[src/rtl/sys_cmd_ctrl.sv]
// ---------------------------------------------------------------------------
// sys_cmd_ctrl
// Command controller between the UART receiver and transmitter. It parses
// received byte frames into register-file write (0xAA), register-file
// read (0xBB), ALU-with-operands (0xCC) and ALU-only (0xDD) commands. It
// drives the register file and the ALU, then serialises the results back
// into bytes for the TX path.
//
// Ports
//   REF_CLK, RST         : clock, synchronous active-high reset
//   RX_P_DATA, RX_D_VLD  : received byte and its one-cycle valid pulse
//   RF_WR_EN, RF_RD_EN   : register-file write / read strobes
//   RF_ADDR, RF_WR_DATA  : register-file address and write data
//   RF_RD_DATA(_VLD)     : register-file read data and its valid pulse
//   ALU_EN, ALU_FUN      : ALU start strobe and function code
//   CLK_GATE_EN          : enables the gated ALU clock
//   ALU_OUT(_VLD)        : ALU result and its valid pulse
//   TX_P_DATA, TX_D_VLD  : byte to transmit and its one-cycle valid pulse
//   TX_BUSY              : transmitter busy
// All outputs are registered.
// ---------------------------------------------------------------------------
module sys_cmd_ctrl #(
    parameter int DATA_WIDTH = 8,
    parameter int ADDR_WIDTH = 4
) (
    input  logic                      REF_CLK,
    input  logic                      RST,
    input  logic [DATA_WIDTH-1:0]     RX_P_DATA,
    input  logic                      RX_D_VLD,
    output logic                      RF_WR_EN,
    output logic                      RF_RD_EN,
    output logic [ADDR_WIDTH-1:0]     RF_ADDR,
    output logic [DATA_WIDTH-1:0]     RF_WR_DATA,
    input  logic [DATA_WIDTH-1:0]     RF_RD_DATA,
    input  logic                      RF_RD_DATA_VLD,
    output logic                      ALU_EN,
    output logic [3:0]                ALU_FUN,
    output logic                      CLK_GATE_EN,
    input  logic [2*DATA_WIDTH-1:0]   ALU_OUT,
    input  logic                      ALU_OUT_VLD,
    output logic [DATA_WIDTH-1:0]     TX_P_DATA,
    output logic                      TX_D_VLD,
    input  logic                      TX_BUSY
);

    localparam logic [DATA_WIDTH-1:0] CMD_WR  = DATA_WIDTH'(8'hAA);
    localparam logic [DATA_WIDTH-1:0] CMD_RD  = DATA_WIDTH'(8'hBB);
    localparam logic [DATA_WIDTH-1:0] CMD_ALU = DATA_WIDTH'(8'hCC);
    localparam logic [DATA_WIDTH-1:0] CMD_FUN = DATA_WIDTH'(8'hDD);

    typedef enum logic [3:0] {
        IDLE     = 4'd0,
        WR_ADDR  = 4'd1,
        WR_DATA  = 4'd2,
        RD_ADDR  = 4'd3,
        RD_WAIT  = 4'd4,
        OPA      = 4'd5,
        OPB      = 4'd6,
        FUN      = 4'd7,
        ALU_WAIT = 4'd8,
        TX_HI    = 4'd9,
        TX_LO    = 4'd10
    } state_t;

    state_t                    state_r, state_s;
    logic                      rf_wr_en_r, rf_wr_en_s;
    logic                      rf_rd_en_r, rf_rd_en_s;
    logic [ADDR_WIDTH-1:0]     rf_addr_r, rf_addr_s;
    logic [DATA_WIDTH-1:0]     rf_wr_data_r, rf_wr_data_s;
    logic                      alu_en_r, alu_en_s;
    logic [3:0]                alu_fun_r, alu_fun_s;
    logic                      clk_gate_en_r, clk_gate_en_s;
    logic [DATA_WIDTH-1:0]     tx_p_data_r, tx_p_data_s;
    logic                      tx_d_vld_r, tx_d_vld_s;
    // Pending response: read data sits in the low byte, ALU result fills both.
    logic [2*DATA_WIDTH-1:0]   resp_r, resp_s;

    // Next-state and next-output decode; strobes default low, data holds.
    always_comb begin
        state_s      = state_r;
        rf_wr_en_s   = 1'b0;
        rf_rd_en_s   = 1'b0;
        alu_en_s     = 1'b0;
        tx_d_vld_s   = 1'b0;
        rf_addr_s    = rf_addr_r;
        rf_wr_data_s = rf_wr_data_r;
        alu_fun_s    = alu_fun_r;
        tx_p_data_s  = tx_p_data_r;
        resp_s       = resp_r;
        case (state_r)
            IDLE: begin
                if (RX_D_VLD) begin
                    case (RX_P_DATA)
                        CMD_WR:  state_s = WR_ADDR;
                        CMD_RD:  state_s = RD_ADDR;
                        CMD_ALU: state_s = OPA;
                        CMD_FUN: state_s = FUN;
                        default: state_s = IDLE;
                    endcase
                end else begin
                    state_s = IDLE;
                end
            end
            WR_ADDR: begin
                if (RX_D_VLD) begin
                    rf_addr_s = RX_P_DATA[ADDR_WIDTH-1:0];
                    state_s   = WR_DATA;
                end else begin
                    state_s = WR_ADDR;
                end
            end
            WR_DATA: begin
                if (RX_D_VLD) begin
                    rf_wr_en_s   = 1'b1;
                    rf_wr_data_s = RX_P_DATA;
                    state_s      = IDLE;
                end else begin
                    state_s = WR_DATA;
                end
            end
            RD_ADDR: begin
                if (RX_D_VLD) begin
                    rf_rd_en_s = 1'b1;
                    rf_addr_s  = RX_P_DATA[ADDR_WIDTH-1:0];
                    state_s    = RD_WAIT;
                end else begin
                    state_s = RD_ADDR;
                end
            end
            RD_WAIT: begin
                if (RF_RD_DATA_VLD) begin
                    resp_s  = {{DATA_WIDTH{1'b0}}, RF_RD_DATA};
                    state_s = TX_LO;
                end else begin
                    state_s = RD_WAIT;
                end
            end
            OPA: begin
                if (RX_D_VLD) begin
                    rf_wr_en_s   = 1'b1;
                    rf_addr_s    = {ADDR_WIDTH{1'b0}};
                    rf_wr_data_s = RX_P_DATA;
                    state_s      = OPB;
                end else begin
                    state_s = OPA;
                end
            end
            OPB: begin
                if (RX_D_VLD) begin
                    rf_wr_en_s   = 1'b1;
                    rf_addr_s    = {{(ADDR_WIDTH-1){1'b0}}, 1'b1};
                    rf_wr_data_s = RX_P_DATA;
                    state_s      = FUN;
                end else begin
                    state_s = OPB;
                end
            end
            FUN: begin
                if (RX_D_VLD) begin
                    alu_en_s  = 1'b1;
                    alu_fun_s = RX_P_DATA[3:0];
                    state_s   = ALU_WAIT;
                end else begin
                    state_s = FUN;
                end
            end
            ALU_WAIT: begin
                if (ALU_OUT_VLD) begin
                    resp_s  = ALU_OUT;
                    state_s = TX_HI;
                end else begin
                    state_s = ALU_WAIT;
                end
            end
            TX_HI: begin
                if (!TX_BUSY) begin
                    tx_d_vld_s  = 1'b1;
                    tx_p_data_s = resp_r[2*DATA_WIDTH-1:DATA_WIDTH];
                    state_s     = TX_LO;
                end else begin
                    state_s = TX_HI;
                end
            end
            TX_LO: begin
                // The transmitter raises TX_BUSY one cycle after accepting a
                // byte, so a pulse last cycle means busy is not yet visible.
                if (!TX_BUSY && !tx_d_vld_r) begin
                    tx_d_vld_s  = 1'b1;
                    tx_p_data_s = resp_r[DATA_WIDTH-1:0];
                    state_s     = IDLE;
                end else begin
                    state_s = TX_LO;
                end
            end
            default: begin
                state_s = IDLE;
            end
        endcase
        // Registered from the next state: covers FUN, ALU_WAIT and the
        // ALU_EN cycle, which always coincides with entry to ALU_WAIT.
        clk_gate_en_s = (state_s == FUN) || (state_s == ALU_WAIT);
    end

    // State and output registers with synchronous reset.
    always_ff @(posedge REF_CLK) begin
        if (RST) begin
            state_r       <= IDLE;
            rf_wr_en_r    <= 1'b0;
            rf_rd_en_r    <= 1'b0;
            rf_addr_r     <= {ADDR_WIDTH{1'b0}};
            rf_wr_data_r  <= {DATA_WIDTH{1'b0}};
            alu_en_r      <= 1'b0;
            alu_fun_r     <= 4'b0000;
            clk_gate_en_r <= 1'b0;
            tx_p_data_r   <= {DATA_WIDTH{1'b0}};
            tx_d_vld_r    <= 1'b0;
            resp_r        <= {(2*DATA_WIDTH){1'b0}};
        end else begin
            state_r       <= state_s;
            rf_wr_en_r    <= rf_wr_en_s;
            rf_rd_en_r    <= rf_rd_en_s;
            rf_addr_r     <= rf_addr_s;
            rf_wr_data_r  <= rf_wr_data_s;
            alu_en_r      <= alu_en_s;
            alu_fun_r     <= alu_fun_s;
            clk_gate_en_r <= clk_gate_en_s;
            tx_p_data_r   <= tx_p_data_s;
            tx_d_vld_r    <= tx_d_vld_s;
            resp_r        <= resp_s;
        end
    end

    assign RF_WR_EN    = rf_wr_en_r;
    assign RF_RD_EN    = rf_rd_en_r;
    assign RF_ADDR     = rf_addr_r;
    assign RF_WR_DATA  = rf_wr_data_r;
    assign ALU_EN      = alu_en_r;
    assign ALU_FUN     = alu_fun_r;
    assign CLK_GATE_EN = clk_gate_en_r;
    assign TX_P_DATA   = tx_p_data_r;
    assign TX_D_VLD    = tx_d_vld_r;

endmodule

[config.mk]
export PLATFORM = sky130hd
export DESIGN_NAME = sys_cmd_ctrl
export DESIGN_NICKNAME = d
export VERILOG_FILES = /design/src/rtl/sys_cmd_ctrl.sv
export SDC_FILE = /design/constraint.sdc
export NUM_CORES = 1
export LEC_CHECK = 0
export ABC_AREA = 0
export BUFFER_PORTS_ARGS = -buffer_cell sky130_fd_sc_hd__buf_2
export CAP_MARGIN = 15
export CORE_UTILIZATION = 33
export DETAILED_ROUTE_END_ITERATION = 8
export GPL_ROUTABILITY_DRIVEN = 0
export PLACE_DENSITY_LB_ADDON = 0.08
export SLEW_MARGIN = 20
export SYNTH_ARGS = -nofsm -noshare
export SYNTH_HDL_FRONTEND = slang
export SYNTH_SLANG_ARGS = --single-unit
export TNS_END_PERCENT = 5
[constraint.sdc]
create_clock -name REF_CLK -period 2.66 [get_ports REF_CLK]
set_clock_uncertainty 0.1 [all_clocks]
set_input_delay 0.532 -clock REF_CLK [delete_from_list [all_inputs] [get_ports REF_CLK]]
set_output_delay 0.532 -clock REF_CLK [all_outputs]
set_load 0.005 [all_outputs]
# Word level (Yosys, flattened, before mapping)
# Cells that the tools add are included.
# Widths: inputs -> output; s select.
[totals]
regBits = 49
input_bits = 38
out_inout_bits = 29
word_cells = 82
[classes]
n_eq_ne = 23
mux = 27
bitwise = 3
reduce_logical = 18
[ops]
columns = ["operator", "n"]
rows = [
  ["$pmux 4 s11", 1],
  ["$eq 8x8->1 const B", 4],
  ["$mux 16", 2],
  ["$pmux 16 s2", 1],
  ["$mux 4", 7],
  ["$eq 4x3->1 const B", 5],
  ["$eq 4x4->1 const B", 4],
  ["$mux 8", 2],
  ["$pmux 8 s2", 1],
  ["$ne 2x2->1 const B", 6],
  ["$pmux 3 s4", 1],
  ["$pmux 4 s3", 1],
  ["$eq 4x2->1 const B", 2],
  ["$mux 2", 4],
  ["$reduce_or 2->1", 4],
  ["$reduce_and 3->1", 2],
  ["$mux 1", 5],
  ["$eq 4x1->1 const B", 1],
  ["$logic_not 4->1", 1],
  ["$reduce_and 2->1", 2],
  ["$reduce_and 4->1", 1],
  ["$reduce_bool 2->1", 2],
  ["$mux 3", 1],
  ["$not 1->1", 3],
  ["other kinds (7)", 8],
]

# Longest topological paths before layout
[depth]
depth_word = 6
depth_mapped = 7
mapped_depth_nobuf = 5

# Least setup slack after synthesis
# OpenSTA, ideal clock, no wires.
[synth_timing]
path_type = "input to register"
start = "input RX_D_VLD"
end = "register clk_gate_en_r, in the netlist CLK_GATE_EN"
setup_time_ns = 0.123
arrival_time_ns = 1.487
slack_ns = 0.950
cell_stages = 4
path_buffers = 0
cell_sequence = "or3b_4 -> a2111oi_2 -> nor3_2 -> mux2i_1"
[synth_via]
elab_chain_cells = 4
[synth_lines]
columns = ["element", "line_no", "source"]
rows = [
  ["start: declaration", "29", "input logic RX_D_VLD,"],
  ["$mux 4, or another cell as far along", "159", "if (RX_D_VLD) begin"],
  ["$pmux 4 s11 (*)", "90", "case (state_r)"],
  ["$eq 4x3->1 / $eq 4x4->1 (equally long branches)", "201", "clk_gate_en_s = (state_s == FUN) || (state_s == ALU_WAIT);"],
  ["$logic_or 1x1->1 (*)", "201", ""],
  ["end signal: assignment", "226", "clk_gate_en_r <= clk_gate_en_s;"],
  ["end: declaration", "72", "logic clk_gate_en_r, clk_gate_en_s;"],
]
# Every way passes the cells marked *; elsewhere a longest branch is shown, timed or not.
# A chain may end at the register's enable or synchronous reset.

# Worst setup path in the final report
[layout_timing]
start = "register state_r[2]"
end = "register resp_r[13]"
[layout_via]
elab_chain_cells = 3
[layout_lines]
columns = ["element", "line_no", "source"]
rows = [
  ["start: declaration", "65", "state_t state_r, state_s;"],
  ["start signal: assignment", "219", "state_r <= state_s;"],
  ["$eq 4x4->1 / $eq 4x3->1 (equally long branches)", "90", ""],
  ["$ne 2x2->1 (no source line) / $reduce_bool 2->1 (equally long branches)", "--", ""],
  ["$reduce_and 3->1 (no source line)", "--", ""],
  ["end signal: assignment", "217", "resp_r <= {(2*DATA_WIDTH){1'b0}};"],
  ["end signal: assignment", "229", "resp_r <= resp_s;"],
  ["end: declaration", "76", "logic [2*DATA_WIDTH-1:0] resp_r, resp_s;"],
]
# Several ways; a longest one is shown, not always the timed one.

==> flow_summary.toml <==
[run_status]
status = "completed"

[clocking]
cts_tree = "built"
htreeDepth = 2
clk_path_buf_depth = 2
clock_latency_ns = 0.29
cts_hold_buf = 0
root_buffer = "clkbuf_8"
cts_setup_buffers = 0
post_cts_resized = 0
cts_buffers = 5
clock-sinks = 49
clk_pin_slew_worst_paths_ns = 0.08

[floorplan]
dieArea_um2 = 7230
die_w_um = 85.0
initial_core_util = 0.350
fp.dieH_um = 85.0
fp-row-count = 29
ios = 67
core-area_um2 = 6490

[global_routing]
antenna_found_initial = 0
grt_max_degree = 44
grt_overflow = 0
grt_pass1_vias = 1713
grt_pass1_wl_um = 8650
track_usage = 0.153

[power]
pwr-share-comb = 0.080
seq_power_share = 0.596
ir_drop_mv = 0.204
p_sw_uw = 291
pwr-share-clk = 0.324
power.share.switching = 0.233
cellLeakagePower_nw = 1.03
p_per_area_nw_per_um2 = 460
internal_power_uw = 956

[timing]
period_needed_ns = 2.11
tns_ns = 0
setup_ws_ns = 0.549
setup_viol = 0
slew_viol_final = 0
rsz0062_at_grt = "no"
hold_viol = 0
max_clock_freq_mhz = 474
tightest_slew_ns = 0.663
finalCritPeriodShare = 0.794
slew_headroom = 0.557

[drt]
vias = 1873
drc = 0
firstDrtPassIters = 4
drt-initial-drc-count = 58
wl_per_cell_um = 14.1
totalWireLength_um = 5390
drt.antenna.violating_nets = 0
vias_per_cell = 4.90

[worst_setup_path]
crit_buf_inv = 1
cp_slowest_cell = "dfxtp_1"
timing.rr.start = "state_r[2]$_SDFF_PP0_"
crit_fanout = 14
cp_num_cells = 6
reg2reg_depth = 6
critPathCaptureType = "flip-flop"
cp.arrival_ns = 2.24
worstSetupStartpointType = "flip-flop"
crit_chain = "nand2b_2 -> nor3_2 -> buf_4 -> a21boi_1 -> nand2_1 -> a21oi_1"
crit_family = "compound AO/OA/AOI/OAI gates"
crit_type = "flip-flop to flip-flop"
crit_path_max_incr_delay_ns = 0.60
startpoint = "state_r[2]$_SDFF_PP0_"
required_ns = 2.79

[placed_design]
dp_slack_ns = 0.541
dp_hpwl_um = 3920
io_buffers = 66

[cells_and_area]
finalNetCount = 344
syn_to_final_growth_pct = 19.2
diodes = 0
drive_gt1_frac = 0.315

[hold_path]
min_path_type = "flip-flop to flip-flop"
min_path_cells = 2
worstHoldStart = "resp_r[12]$_SDFFE_PP0P_"

[synth]
seq_area_frac_synth = 0.431
async_reset_ff_frac = 0
yosys_warnings = 0
synth-seq-cells = 49
synth_cell_types = 46
syn_inst = 243
avgSynthCellArea_um2 = 9.37
synthesis.nets = 281
synthFlopType = "dfxtp_1"
syn_area_um2 = 2280
synth_edf_count = 0

[flow_run]
drv_cap = 0
==> metrics by stage <==
| step | area (um^2) | std cells | hold slack, ns | power [mW] | util |
|---|---|---|---|---|---|
| floorplan | 2280 | 243 | 0.331 | 0.812 | - |
| global placement | 2640 | 376 | 0.338 | 0.861 | 0.406 |
| CTS | 2710 | 382 | 0.356 | 1.26 | 0.418 |
| global route | 2710 | 382 | 0.374 | 1.30 | 0.418 |
| detailed placement | 2640 | 376 | 0.344 | 0.861 | 0.406 |
| finish | 2710 | 382 | 0.354 | 1.25 | 0.418 |
==> cells in the mapped netlist (2+ instances only) <==
cell type	count	area (um^2)
a211oi_1	13	97.6
a211oi_2	4	50.1
a21oi_1	19	95.1
a311oi_1	3	26.3
buf_2	3	15.0
buf_4	3	22.5
buf_6	4	45.0
clkbuf_1	4	15.0
dfxtp_1	49	981
mux2i_1	26	260
nand2_1	24	90.1
nand2b_1	6	37.5
nand3_1	11	55.1
nand4bb_1	3	33.8
nor2_1	34	128
nor2b_1	3	18.8
nor3_1	2	10.0
nor3_2	3	30.0
or2_2	2	12.5
==> routing by layer <==
layer	track usage	part of all wire	vias up
met2	0.207	0.41	47
met3	0.0370	0.046	6
met4	0.0508	0.011	0
li1	-	-	985
met1	0.235	0.53	835
met5	0	0	-
==> cell usage in the layout, fill, tap and decap left out, types with 2 or more instances in the layout <==
master,n
buf_4,5
a311oi_1,3
nand4bb_1,3
a211oi_2,4
mux2i_1,26
nand2b_1,6
or2_2,2
nand3_1,11
nand2_1,24
nor3_2,3
nor2b_1,3
nor3_1,2
buf_2,66
nor2_1,34
a21oi_1,19
clkbuf_8,5
dfxtp_1,49
a211oi_1,13
==> power by group through the flow <==
stage | Clock [mW] | Sequential (mW) | Combinational [mW]
after floorplan | 0 | 0.758 | 0.0548
after global placement | 0 | 0.761 | 0.100
after detailed placement | 0 | 0.761 | 0.100
after CTS | 0.420 | 0.744 | 0.101
after global routing | 0.443 | 0.745 | 0.110
final | 0.404 | 0.743 | 0.0996
==> layout make-up <==
| cell class | instances | area, um^2 |
|---|---|---|
| clock buffers | 5 | 68.8 |
| clock inverters | 1 | 5.00 |
| fillers | 664 | 3780 |
| multi-input cells | 179 | 1190 |
| flip-flops and latches | 49 | 981 |
| well taps | 77 | 96.3 |
| repair buffers | 71 | 368 |
==> final timing paths <==
path / endpoint / slack [ns]
setup / recovery: resp_r[13]$_SDFFE_PP0P_ / 0.55
setup reg to reg: resp_r[13]$_SDFFE_PP0P_ / 0.55
hold reg to reg: resp_r[12]$_SDFFE_PP0P_ / 0.35
hold / removal: resp_r[12]$_SDFFE_PP0P_ / 0.35
==> worst reg2reg max path, cell delays in order, from the launching register on <==
cell and delay, ns:
dfxtp_1 0.60, nand2b_2 0.30, nor3_2 0.05, buf_4 0.19, a21boi_1 0.55, nand2_1 0.13
a21oi_1 0.13
==> kinds of logic (layout without fill, tap and decap cells) <==
| group | Yosys count | count (layout) | share of synthesized area |
|---|---|---|---|
| and+or+nand+nor | 101 | 101 | 0.237 |
| AOI/OAI and AO/OA | 50 | 50 | 0.165 |
| DFF | 49 | 49 | 0.431 |
| muxes | 26 | 26 | 0.114 |
| buffers and inverters | 15 | 77 | 0.0445 |
| xor gates and xnor gates | 2 | 2 | 0.00770 |
==> registers in the layout, summed over array words and instances (netlist names) <==
name and cells:
resp_r 16, RF_WR_DATA 8, TX_P_DATA 8, ALU_FUN 4, RF_ADDR 4, state_r 4
ALU_EN 1, CLK_GATE_EN 1, RF_RD_EN 1, RF_WR_EN 1, TX_D_VLD 1
(Power assumes the default switching activity.)
